`src/rtl/problema1_processor_oci_dct_packer.sv`:
```
// OCI DCT producer: packs SYM_W-bit trace symbols into SYMS-slot frames and offers them over valid/ready.
// Optional drop counter port dct_drop_cnt is enabled by defining DCT_DROP_COUNT_EN.
module problema1_processor_oci_dct_packer #(
  parameter int SYM_W = 2,
  parameter int SYMS  = 15,
  parameter int CNT_W = 4
) (
  input  logic                     clk,
  input  logic                     reset,
  input  logic                     sym_valid,
  input  logic [SYM_W-1:0]         sym,
  input  logic                     test_ending,
  output logic [SYM_W*SYMS-1:0]    dct_buffer,
  output logic [CNT_W-1:0]         dct_count,
  output logic                     dct_valid,
  input  logic                     dct_ready,
  output logic                     test_has_ended
`ifdef DCT_DROP_COUNT_EN
  ,
  output logic [7:0]               dct_drop_cnt
`endif
);

  localparam int BUF_W = SYM_W * SYMS;
  localparam logic [CNT_W-1:0] FULL = CNT_W'(SYMS);

  typedef enum logic [1:0] {RUN, FLUSH, DRAIN, ENDED} state_t;

  state_t             state, state_next;
  logic [BUF_W-1:0]   pack_buf, pack_buf_next, pack_merged;
  logic [CNT_W-1:0]   pack_cnt, pack_cnt_next, cnt_merged;
  logic [BUF_W-1:0]   dct_buffer_next;
  logic [CNT_W-1:0]   dct_count_next;
  logic               dct_valid_next;
  logic               out_free, accept, drop, transfer;

  assign out_free   = !dct_valid || dct_ready;
  assign accept     = (state == RUN) && sym_valid && (pack_cnt != FULL);
  // A held full pack cannot take more symbols, even in the cycle it is handed off.
  assign drop       = (state == RUN) && sym_valid && (pack_cnt == FULL);
  assign cnt_merged = accept ? pack_cnt + 1'b1 : pack_cnt;

  // Pack contents as they would be with this cycle's symbol written in.
  genvar gi;
  generate
    for (gi = 0; gi < SYMS; gi++) begin : g_slot
      assign pack_merged[SYM_W*gi +: SYM_W] =
        (accept && (pack_cnt == CNT_W'(gi))) ? sym : pack_buf[SYM_W*gi +: SYM_W];
    end
  endgenerate

  assign transfer = out_free &&
                    (((state == RUN) && (cnt_merged == FULL)) ||
                     ((state == FLUSH) && (cnt_merged != '0)));

  // State register
  always_ff @(posedge clk or posedge reset) begin
    if (reset) state <= RUN;
    else       state <= state_next;
  end

  // Next-state logic
  always_comb begin
    state_next = state;
    case (state)
      RUN:     if (test_ending) state_next = FLUSH;
      FLUSH:   if ((pack_cnt == '0) || out_free) state_next = DRAIN;
      DRAIN:   if (!dct_valid) state_next = ENDED;
      ENDED:   state_next = ENDED;
      default: state_next = RUN;
    endcase
  end

  // Output decode
  always_comb begin
    test_has_ended = (state == ENDED);
  end

  always_comb begin
    pack_buf_next   = pack_merged;
    pack_cnt_next   = cnt_merged;
    dct_buffer_next = dct_buffer;
    dct_count_next  = dct_count;
    dct_valid_next  = dct_valid;
    if (dct_valid && dct_ready) dct_valid_next = 1'b0;
    if (transfer) begin
      dct_buffer_next = pack_merged;
      dct_count_next  = cnt_merged;
      dct_valid_next  = 1'b1;
      pack_buf_next   = '0;
      pack_cnt_next   = '0;
    end
  end

  always_ff @(posedge clk or posedge reset) begin
    if (reset) begin
      pack_buf   <= '0;
      pack_cnt   <= '0;
      dct_buffer <= '0;
      dct_count  <= '0;
      dct_valid  <= 1'b0;
    end else begin
      pack_buf   <= pack_buf_next;
      pack_cnt   <= pack_cnt_next;
      dct_buffer <= dct_buffer_next;
      dct_count  <= dct_count_next;
      dct_valid  <= dct_valid_next;
    end
  end

`ifdef DCT_DROP_COUNT_EN
  always_ff @(posedge clk or posedge reset) begin
    if (reset)                           dct_drop_cnt <= '0;
    else if (drop && dct_drop_cnt != 8'hFF) dct_drop_cnt <= dct_drop_cnt + 8'd1;
  end
`else
  logic unused_drop;
  assign unused_drop = drop;
`endif

endmodule

```
`config.mk`:
```
export PLATFORM = sky130hd
export DESIGN_NAME = problema1_processor_oci_dct_packer
export DESIGN_NICKNAME = d
export VERILOG_FILES = /design/src/rtl/problema1_processor_oci_dct_packer.sv
export SDC_FILE = /design/constraint.sdc
export NUM_CORES = 1
export LEC_CHECK = 0
export ABC_AREA = 1
export CAP_MARGIN = 20
export CORE_MARGIN = 2
export CORE_UTILIZATION = 45
export DETAILED_ROUTE_END_ITERATION = 16
export PLACE_DENSITY = 0.68
export SYNTH_ARGS = -nofsm -noshare
export SYNTH_HDL_FRONTEND = slang
export SYNTH_SLANG_ARGS = --single-unit
```
`constraint.sdc`:
```
create_clock -name clk -period 2.91 [get_ports clk]
set_input_delay 0.7275 -clock clk [delete_from_list [all_inputs] [get_ports clk]]
set_output_delay 0.7275 -clock clk [all_outputs]
set_load 0.01 [all_outputs]
```
* Yosys cells after proc, flatten, opt, wreduce, memory -nomap -nowiden
Cells that the tools add are included.
** Storage, ports and cells
- Register bits :: 71
- Input bits :: 7
- Logic and storage cells :: 83
** Cells by class
- $add $sub $neg :: 1
- Eq/ne operators :: 22
- Mux-type cells :: 24
- Reductions and logical operators :: 30
** Operators with widths (count)
- $mux W2 :: 18
- $eq A4 B4 Y1 const B :: 8
- $mux W30 :: 1
- $logic_and A1 B1 Y1 :: 21
- $eq A4 B3 Y1 const B :: 4
- $eq A4 B2 Y1 const B :: 2
- $mux W4 :: 2
- $pmux W2 S4 :: 1
- $add A4 B1 Y4 const B :: 1
- $eq A2 B2 Y1 const B :: 2
- $eq A4 B1 Y1 const B :: 1
- $logic_not A4 Y1 :: 1
- $ne A2 B2 Y1 const B :: 2
- $ne A4 B4 Y1 const B :: 1
- $reduce_bool A4 Y1 :: 1
- $logic_or A1 B1 Y1 :: 3
- $reduce_and A3 Y1 :: 1
- $eq A2 B1 Y1 const B :: 1
- $logic_not A2 Y1 :: 1
- $mux W1 :: 2
- $ne A2 B1 Y1 const B :: 1
- $reduce_bool A2 Y1 :: 1
- $logic_not A1 Y1 :: 1

* Longest topological paths before layout
Gate-level depths: netlist of the first run.
- Depth after elaboration :: 9
- Gate-level depth with buffers :: 14
- Mapped depth without buffers :: 13

* Worst setup path before layout of the first run
No wires, ideal clock.
- Path type :: register -> register
- From :: register pack_cnt[0]
- To :: register dct_buffer[0]
- Data arrival time :: 1674 ps
- Data required time :: 2793 ps
- Path slack :: 1119 ps
- Stages on the path, launching flop included :: 14
- Path buffers :: 2
- Clock period less this slack :: 1791 ps
- Cell sequence :: dfrtp_1 ha_1 inv_1 nor2_2 nor2_2 nand2_2 nand2_1 nor2_1 nand3_1 nand2_2 buf_6 buf_6 nand3_1 nand2_1
** Between the ends
- Cells in the longest elaborated chain, start to end :: 7
- Elaborated cells between the ends (all ways) :: 13
- Those cells by class :: 1 x add/sub; 2 x eq/ne; 2 x mux; 8 x reduce/logical
** RTL lines
- from (decl) :: line 31 : logic [CNT_W-1:0] pack_cnt, pack_cnt_next, cnt_merged;
- from (signal assigned) :: line 104 : pack_cnt <= pack_cnt_next;
- parallel branches: the longest is 7 deep, another holds $add A4 B1 Y4
- to (signal assigned) :: line 105 : dct_buffer <= dct_buffer_next;
- to (decl) :: line 13 : output logic [SYM_W*SYMS-1:0] dct_buffer,
Parallel ways; which one is timed is not known.
A chain may end at the register's enable or synchronous reset.

* Worst setup path in the final report of the first run
- From :: input sym_valid
- To :: register pack_buf[24]
** Between the ends
- Cells in the longest elaborated chain, start to end :: 8
- Elaborated cells between the ends (all ways) :: 12
- Those cells by class :: 1 x eq/ne; 3 x mux; 8 x reduce/logical
** RTL lines
- from (decl) :: line 10 : input logic sym_valid,
- $logic_and A1 B1 Y1 (*)
- $logic_and A1 B1 Y1 (*) :: line 38 : assign accept = (state == RUN) && sym_valid && (pack_cnt != FULL);
- $mux W4 :: line 41 : assign cnt_merged = accept ? pack_cnt + 1'b1 : pack_cnt;
- $eq A4 B4 Y1 or $reduce_bool A4 Y1 (tied branches) :: line 53, 54
- $logic_and A1 B1 Y1, on equally long branches :: line 53, 54
- $logic_or A1 B1 Y1 :: line 53 : (((state == RUN) && (cnt_merged == FULL)) ||
- $logic_and A1 B1 Y1 :: line 52 : assign transfer = out_free &&
- $mux W30 (*) :: line 86 : if (transfer) begin
- named net pack_buf_next[24] :: line 30 : logic [BUF_W-1:0] pack_buf, pack_buf_next, pack_merged;
- to (signal assigned) :: line 103 : pack_buf <= pack_buf_next;
- to (decl) :: line 30
Mark *: on every way through the listed nets, which the timed path passes. The rest lies on a longest branch.

==> flow_summary.yaml, run 1 <==
status:
  status: "finished clean"
grt:
  grt_pass1_vias: 2438
  track_usage: 0.1923
  antenna_found_initial: 0
  grt_pass1_wl_um: 11670
  grt_overflow_total: 0
  grt_start_max_net_pins: 72
timing:
  rsz0062_at_grt: "false"
  worstMarginPinSlew_ns: 0.4866
  finClkSkew_ns: 0.007400
  fmax_mhz: 434.2
  hold_violations: 0
  final_max_slew_viol_count: 0
  fin_crit_ns: 2.303
  final.setup.tns_ns: 0
  period_share: 0.7915
  finalSetupViolCount: 0
  max-slew-margin-rel: 0.6753
placed_design:
  routabilityCongestion: 0.8576
  post-dp-hpwl_um: 4490
  portBuffers: 42
critical_path:
  cp-end-kind: "flop"
  critical_path_arrival_ns: 2.55
  path_delay_family: "simple AND/OR/NAND/NOR gates"
  slowest_stage: "clkdlybuf4s50_1"
  critPathMaxStageDelay_ns: 0.61
  crit_buf_inv: 1
  worstPathCellList: "clkdlybuf4s50_1 -> nand3_4 -> nor2_1 -> nand2_1 -> o21ai_0 -> a21boi_0"
  required_ns: 3.16
  start_kind: "primary input"
  cp_max_fo: 7
  crit_type: "primary input to flop"
final_layout:
  nets: 433
  final_layout_size_suffix_gt1_frac: 0.07746
  multi_input_area_um2: 1315
  final_common_cell: "nand2_1"
  n_antenna_cell: 0
  syn_to_final_growth_pct: 20.78
  ff_latch_area_um2: 1777
  fillers: 682
  final_cell_mix: "nand2_1 (133), dfrtp_1 (71), clkdlybuf4s50_1 (42)"
job:
  drv_cap: 0
die:
  dieArea_um2: 8007
  num_rows: 31
  pin_count: 43
  initial_core_util: 0.4582
  die_w_um: 89.48
  die_h_um: 89.48
  core_area_um2: 7176
route:
  firstDrtPassIters: 4
  via_count: 2582
  drc_errors: 0
  antenna_left: 0
  via_per_inst: 4.918
  post_drt_wl_per_cell_um: 13.27
  drtIter0Drc: 167
  drt_wl_total_um: 6965
synthesis:
  synthMuxAreaShare: 0
  synth_compound_area_frac: 0.1271
  yosys_warnings: 0
  yosysSeqAreaShare: 0.5403
  postSynthNetCount: 392
  synth-simple-area-share: 0.2549
  synth_top_family_by_area: "simple AND/OR/NAND/NOR gates"
  synthCells: 381
  synthAdderAreaFrac: 0.01522
  syn_area_per_cell_um2: 8.630
  netlist-cell-type-count: 25
  synth_xor_area_frac: 0.002664
  syn-cell-area_um2: 3288
  ys_ff_latch: 71
cts:
  cts_max_level: 3
  clock_sinks: 71
  clk_pin_slew_worst_paths_ns: 0.07
  cts_resized: 0
  post_cts_buffers: 0
  insertion_delay_ns: 0.34
  numCtsBuffers: 9
  cts_root_buf: "clkbuf_8"
  clock_tree.buffer_depth: 2
  cts_tree: "done"
  cts_hold_buf: 0
power:
  p_total_mw: 1.686
  peakVddDrop_uv: 220.5
  p_per_area_nw_per_um2: 424.7
  leakage_nw: 1.920
worst_hold_path:
  hp-class: "flop to flop"
[Yosys cell counts]
| cell | instances | area, um2 |
|---|---|---|
| nand2_1 | 133 | 499.2 |
| dfrtp_1 | 71 | 1777 |
| nand3_1 | 37 | 185.2 |
| o21ai_0 | 30 | 150.1 |
| a21boi_0 | 22 | 165.2 |
| inv_1 | 22 | 82.58 |
| nor2_1 | 11 | 41.29 |
| a21boi_1 | 9 | 67.56 |
| clkbuf_1 | 9 | 33.78 |
| buf_2 | 7 | 35.03 |
| a21oi_1 | 4 | 20.02 |
| ha_1 | 4 | 50.05 |
| nand2_2 | 4 | 25.02 |
| nand4_1 | 4 | 25.02 |
| buf_6 | 3 | 33.78 |
| nor2_2 | 2 | 12.51 |
| a31oi_1 | 1 | 6.260 |
| a32oi_1 | 1 | 8.760 |
| buf_4 | 1 | 7.510 |
| clkinv_1 | 1 | 3.750 |
| nand2_4 | 1 | 11.26 |
| nand3_2 | 1 | 10.01 |
| nand3_4 | 1 | 17.52 |
| nor2_4 | 1 | 11.26 |
| xor2_1 | 1 | 8.760 |
[registers in the layout, indices dropped and copies added, names as in the netlist]
name        count
dct_buffer     30
pack_buf       30
dct_count       4
pack_cnt        4
state           2
dct_valid       1
[worst min-delay path, delay by kind of cell (launching register included)]
family | cells | cell delay (ns)
flip-flops | 1 | 0.34
AND/OR/NAND/NOR | 2 | 0.09
[cells by family after synthesis]
family	Yosys count
AND/OR/NAND/NOR	195
flip-flops	71
adder cells (fa/ha/maj)	4
buffers and inverters	43
XOR/XNOR	1
AO/OA/AOI/OAI	67
[final timing paths]
path | from | to | slack (ns) | cells past startpoint
worst min-delay path | dct_buffer[0]$_DFFE_PP0P_ | dct_buffer[0]$_DFFE_PP0P_ | 0.47 | 2
worst max-delay path | sym_valid | pack_buf[24]$_DFF_PP0_ | 0.61 | 6
worst max register to register | pack_cnt[0]$_DFF_PP0_ | pack_buf[24]$_DFF_PP0_ | 0.78 | 7
worst min register to register | dct_buffer[0]$_DFFE_PP0P_ | dct_buffer[0]$_DFFE_PP0P_ | 0.47 | 2
max in group asynchronous | reset | pack_buf[22]$_DFF_PP0_ | 1.81 | 3
min in group asynchronous | reset | dct_buffer[2]$_DFFE_PP0P_ | 0.77 | 3
[report_power, final]
group          total (mW)  internal (mW)         switching [mW]
Sequential          0.987          0.987  0.0000000000000000246
Combinational      0.0380         0.0102                 0.0278
Clock               0.662          0.323                  0.339
[routing by layer]
metal / wire length (um) / vias to the layer above / track usage
met5: 0 / - / 0
met4: 111 / 0 / 0.08548
met3: 219 / 10 / 0.03324
met2: 3280 / 45 / 0.2976
met1: 3354 / 1212 / 0.2658
li1: - / 1315 / -
[stage by stage]
stage	instance area, um2	hold WS, ns	cells	setup WS (ns)	utilization
after global placement	3807	0.4531	510	0.3139	0.5306
after floorplan	3288	0.5062	381	0.3859	-
final	3971	0.4686	525	0.6067	0.5534
after CTS	3971	0.4766	525	0.6435	0.5534
after global routing	3971	0.4937	525	0.4311	0.5534
after detailed placement	3807	0.4582	510	0.2923	0.5306
[final cells by class]
type                       instances  area share
clock buffer                      11     0.03560
clock inverter                     4    0.005671
inverter                          23     0.02174
multi-input combinational        267      0.3311
sequential                        71      0.4474
tap                               99     0.03119
timing repair buffer              50      0.1273
No activity file was read; power rests on OpenSTA's default activity.
==> run 2, diff against run 1 <==
clock period = 2.2 ns   (was 2.91 ns; I/O delays follow)
==> flow_summary.yaml, run 2 (synthesized netlist as in run 1, its figures left out) <==
critical_path:
  cp_max_fo: 5
  required_ns: 1.65
  worstRegToRegCells: 12
  start_kind: "flop"
  crit_type: "flop to output port"
  critical_path_arrival_ns: 1.45
  r2r_start: "pack_cnt[0]$_DFF_PP0_"
  cp-end-kind: "output port"
  r2r-end: "pack_buf[8]$_DFF_PP0_"
  rrSetupSlack_ns: 0.23
cts:
  clock_sinks: 71
  cts_hold_buf: 0
  cts_tree: "done"
  cts_max_level: 3
  clock_tree.buffer_depth: 2
  numCtsBuffers: 9
  cts_root_buf: "clkbuf_8"
  insertion_delay_ns: 0.35
  post_cts_buffers: 0
  clk_pin_slew_worst_paths_ns: 0.07
die:
  die_w_um: 89.48
  pin_count: 43
  core_area_um2: 7176
  die_h_um: 89.48
  num_rows: 31
  initial_core_util: 0.4582
  dieArea_um2: 8007
timing:
  hold_violations: 0
  finClkSkew_ns: 0.01026
  fmax_mhz: 501.2
  final_max_slew_viol_count: 0
  finalSetupViolCount: 0
  layout_setup_ws_ns: 0.2049
  worstMarginPinSlew_ns: 0.3741
  fin_crit_ns: 1.995
  max-slew-margin-rel: 0.7506
  period_share: 0.9068
final_layout:
  fillers: 671
  multi_input_area_um2: 1318
  ff_latch_area_um2: 1778
  n_antenna_cell: 0
  nets: 446
  final_layout_size_suffix_gt1_frac: 0.1093
  syn_to_final_growth_pct: 25.19
  fin_cells: 538
  final_cell_mix: "nand2_1 (133), dfrtp_1 (70), clkdlybuf4s50_1 (41)"
  largest_registers: "dct_buffer (30), pack_buf (30)"
  final_common_cell: "nand2_1"
route:
  via_count: 2621
  via_per_inst: 4.872
  firstDrtPassIters: 4
  drtIter0Drc: 112
  drc_errors: 0
  antenna_left: 0
  post_drt_wl_per_cell_um: 12.76
  drt_wl_total_um: 6867
grt:
  grt_pass1_vias: 2485
  grt_start_max_net_pins: 72
  met2_usage: 0.2936
  busiest_layer: "met2"
  grt_util_met1: 0.2546
  track_usage: 0.1888
  antenna_found_initial: 0
  grt_overflow_total: 0
  grt_use_met3: 0.05078
  grt_pass1_wl_um: 11430
worst_hold_path:
  hp-class: "flop to flop"
  whs_path_depth: 2
  holdCritStartpoint: "dct_buffer[0]$_DFFE_PP0P_"
  hold_end: "dct_buffer[0]$_DFFE_PP0P_"
placed_design:
  pre_cts_ws_ns: -0.1797
  post-dp-hpwl_um: 4609
  portBuffers: 42
  routabilityCongestion: 0.9003
  placed_cells: 523
power:
  p_total_mw: 2.264
  leakage_nw: 2.003
  p_per_area_nw_per_um2: 550.0
  peakVddDrop_uv: 285.2
job:
  drv_cap: 0
status:
  status: "finished clean"
==> run 2: area by class of cell <==
cell class | count | share of cell area
Inverter | 23 | 0.02188
Tap cell | 99 | 0.03009
Multi-Input combinational cell | 267 | 0.3201
Clock inverter | 4 | 0.005471
Clock buffer | 11 | 0.03435
Sequential cell | 71 | 0.4319
Timing Repair Buffer | 63 | 0.1562
==> run 2: per-layer routing <==
metal  routed length [um]  part of all wire
met1                 3400              0.50
met2                 3182              0.46
met3                  206             0.030
met4                   77             0.011
met5                    0                 0
==> run 2: what timing repair did <==
item / 4_1_cts / 5_1_grt
resized for setup: 0 / 3
endpoints found under the setup margin: 0 / 60
endpoints found under the hold margin: 0 / 0
==> run 2: critical path, cell delays in order (launching register included) <==
cell and delay [ns]:
dfrtp_1 0.45, nand2_1 0.08, inv_1 0.05, clkdlybuf4s50_1 0.52
==> run 2: worst max-delay path by stage <==
stage,startpoint,to,slack [ns],depth (start not counted)
3_3_place_gp,sym_valid,dct_buffer[28]$_DFFE_PP0P_,-0.19,12
5_1_grt,pack_cnt[1]$_DFF_PP0_,pack_buf[19]$_DFF_PP0_,-0.02,12
4_1_cts,pack_cnt[0]$_DFF_PP0_,dct_buffer[28]$_DFFE_PP0P_,0.16,13
6_report,state[1]$_DFFE_PP0P_,test_has_ended,0.20,3
2_1_floorplan,pack_cnt[0]$_DFF_PP0_,dct_buffer[0]$_DFFE_PP0P_,0.41,13
3_5_place_dp,sym_valid,dct_buffer[4]$_DFFE_PP0P_,-0.18,13
==> run 2: power breakdown <==
group          internal [mW]          switching, mW  total [mW]  leakage [nW]
clock                  0.428                  0.479       0.907        0.0850
sequential              1.30  0.0000000000000000312        1.30         0.966
combinational         0.0158                 0.0374      0.0532         0.952
==> run 2: per-stage QoR <==
step	instance area [um2]	hold WS (ns)	util	setup TNS [ns]
2_1_floorplan	3292	0.5062	-	0
3_3_place_gp	3946	0.4533	0.5500	-10.60
3_5_place_dp	3946	0.4582	0.5500	-10.25
4_1_cts	4110	0.4758	0.5728	0
5_1_grt	4116	0.4871	0.5737	-0.06394
6_report	4116	0.4701	0.5737	0
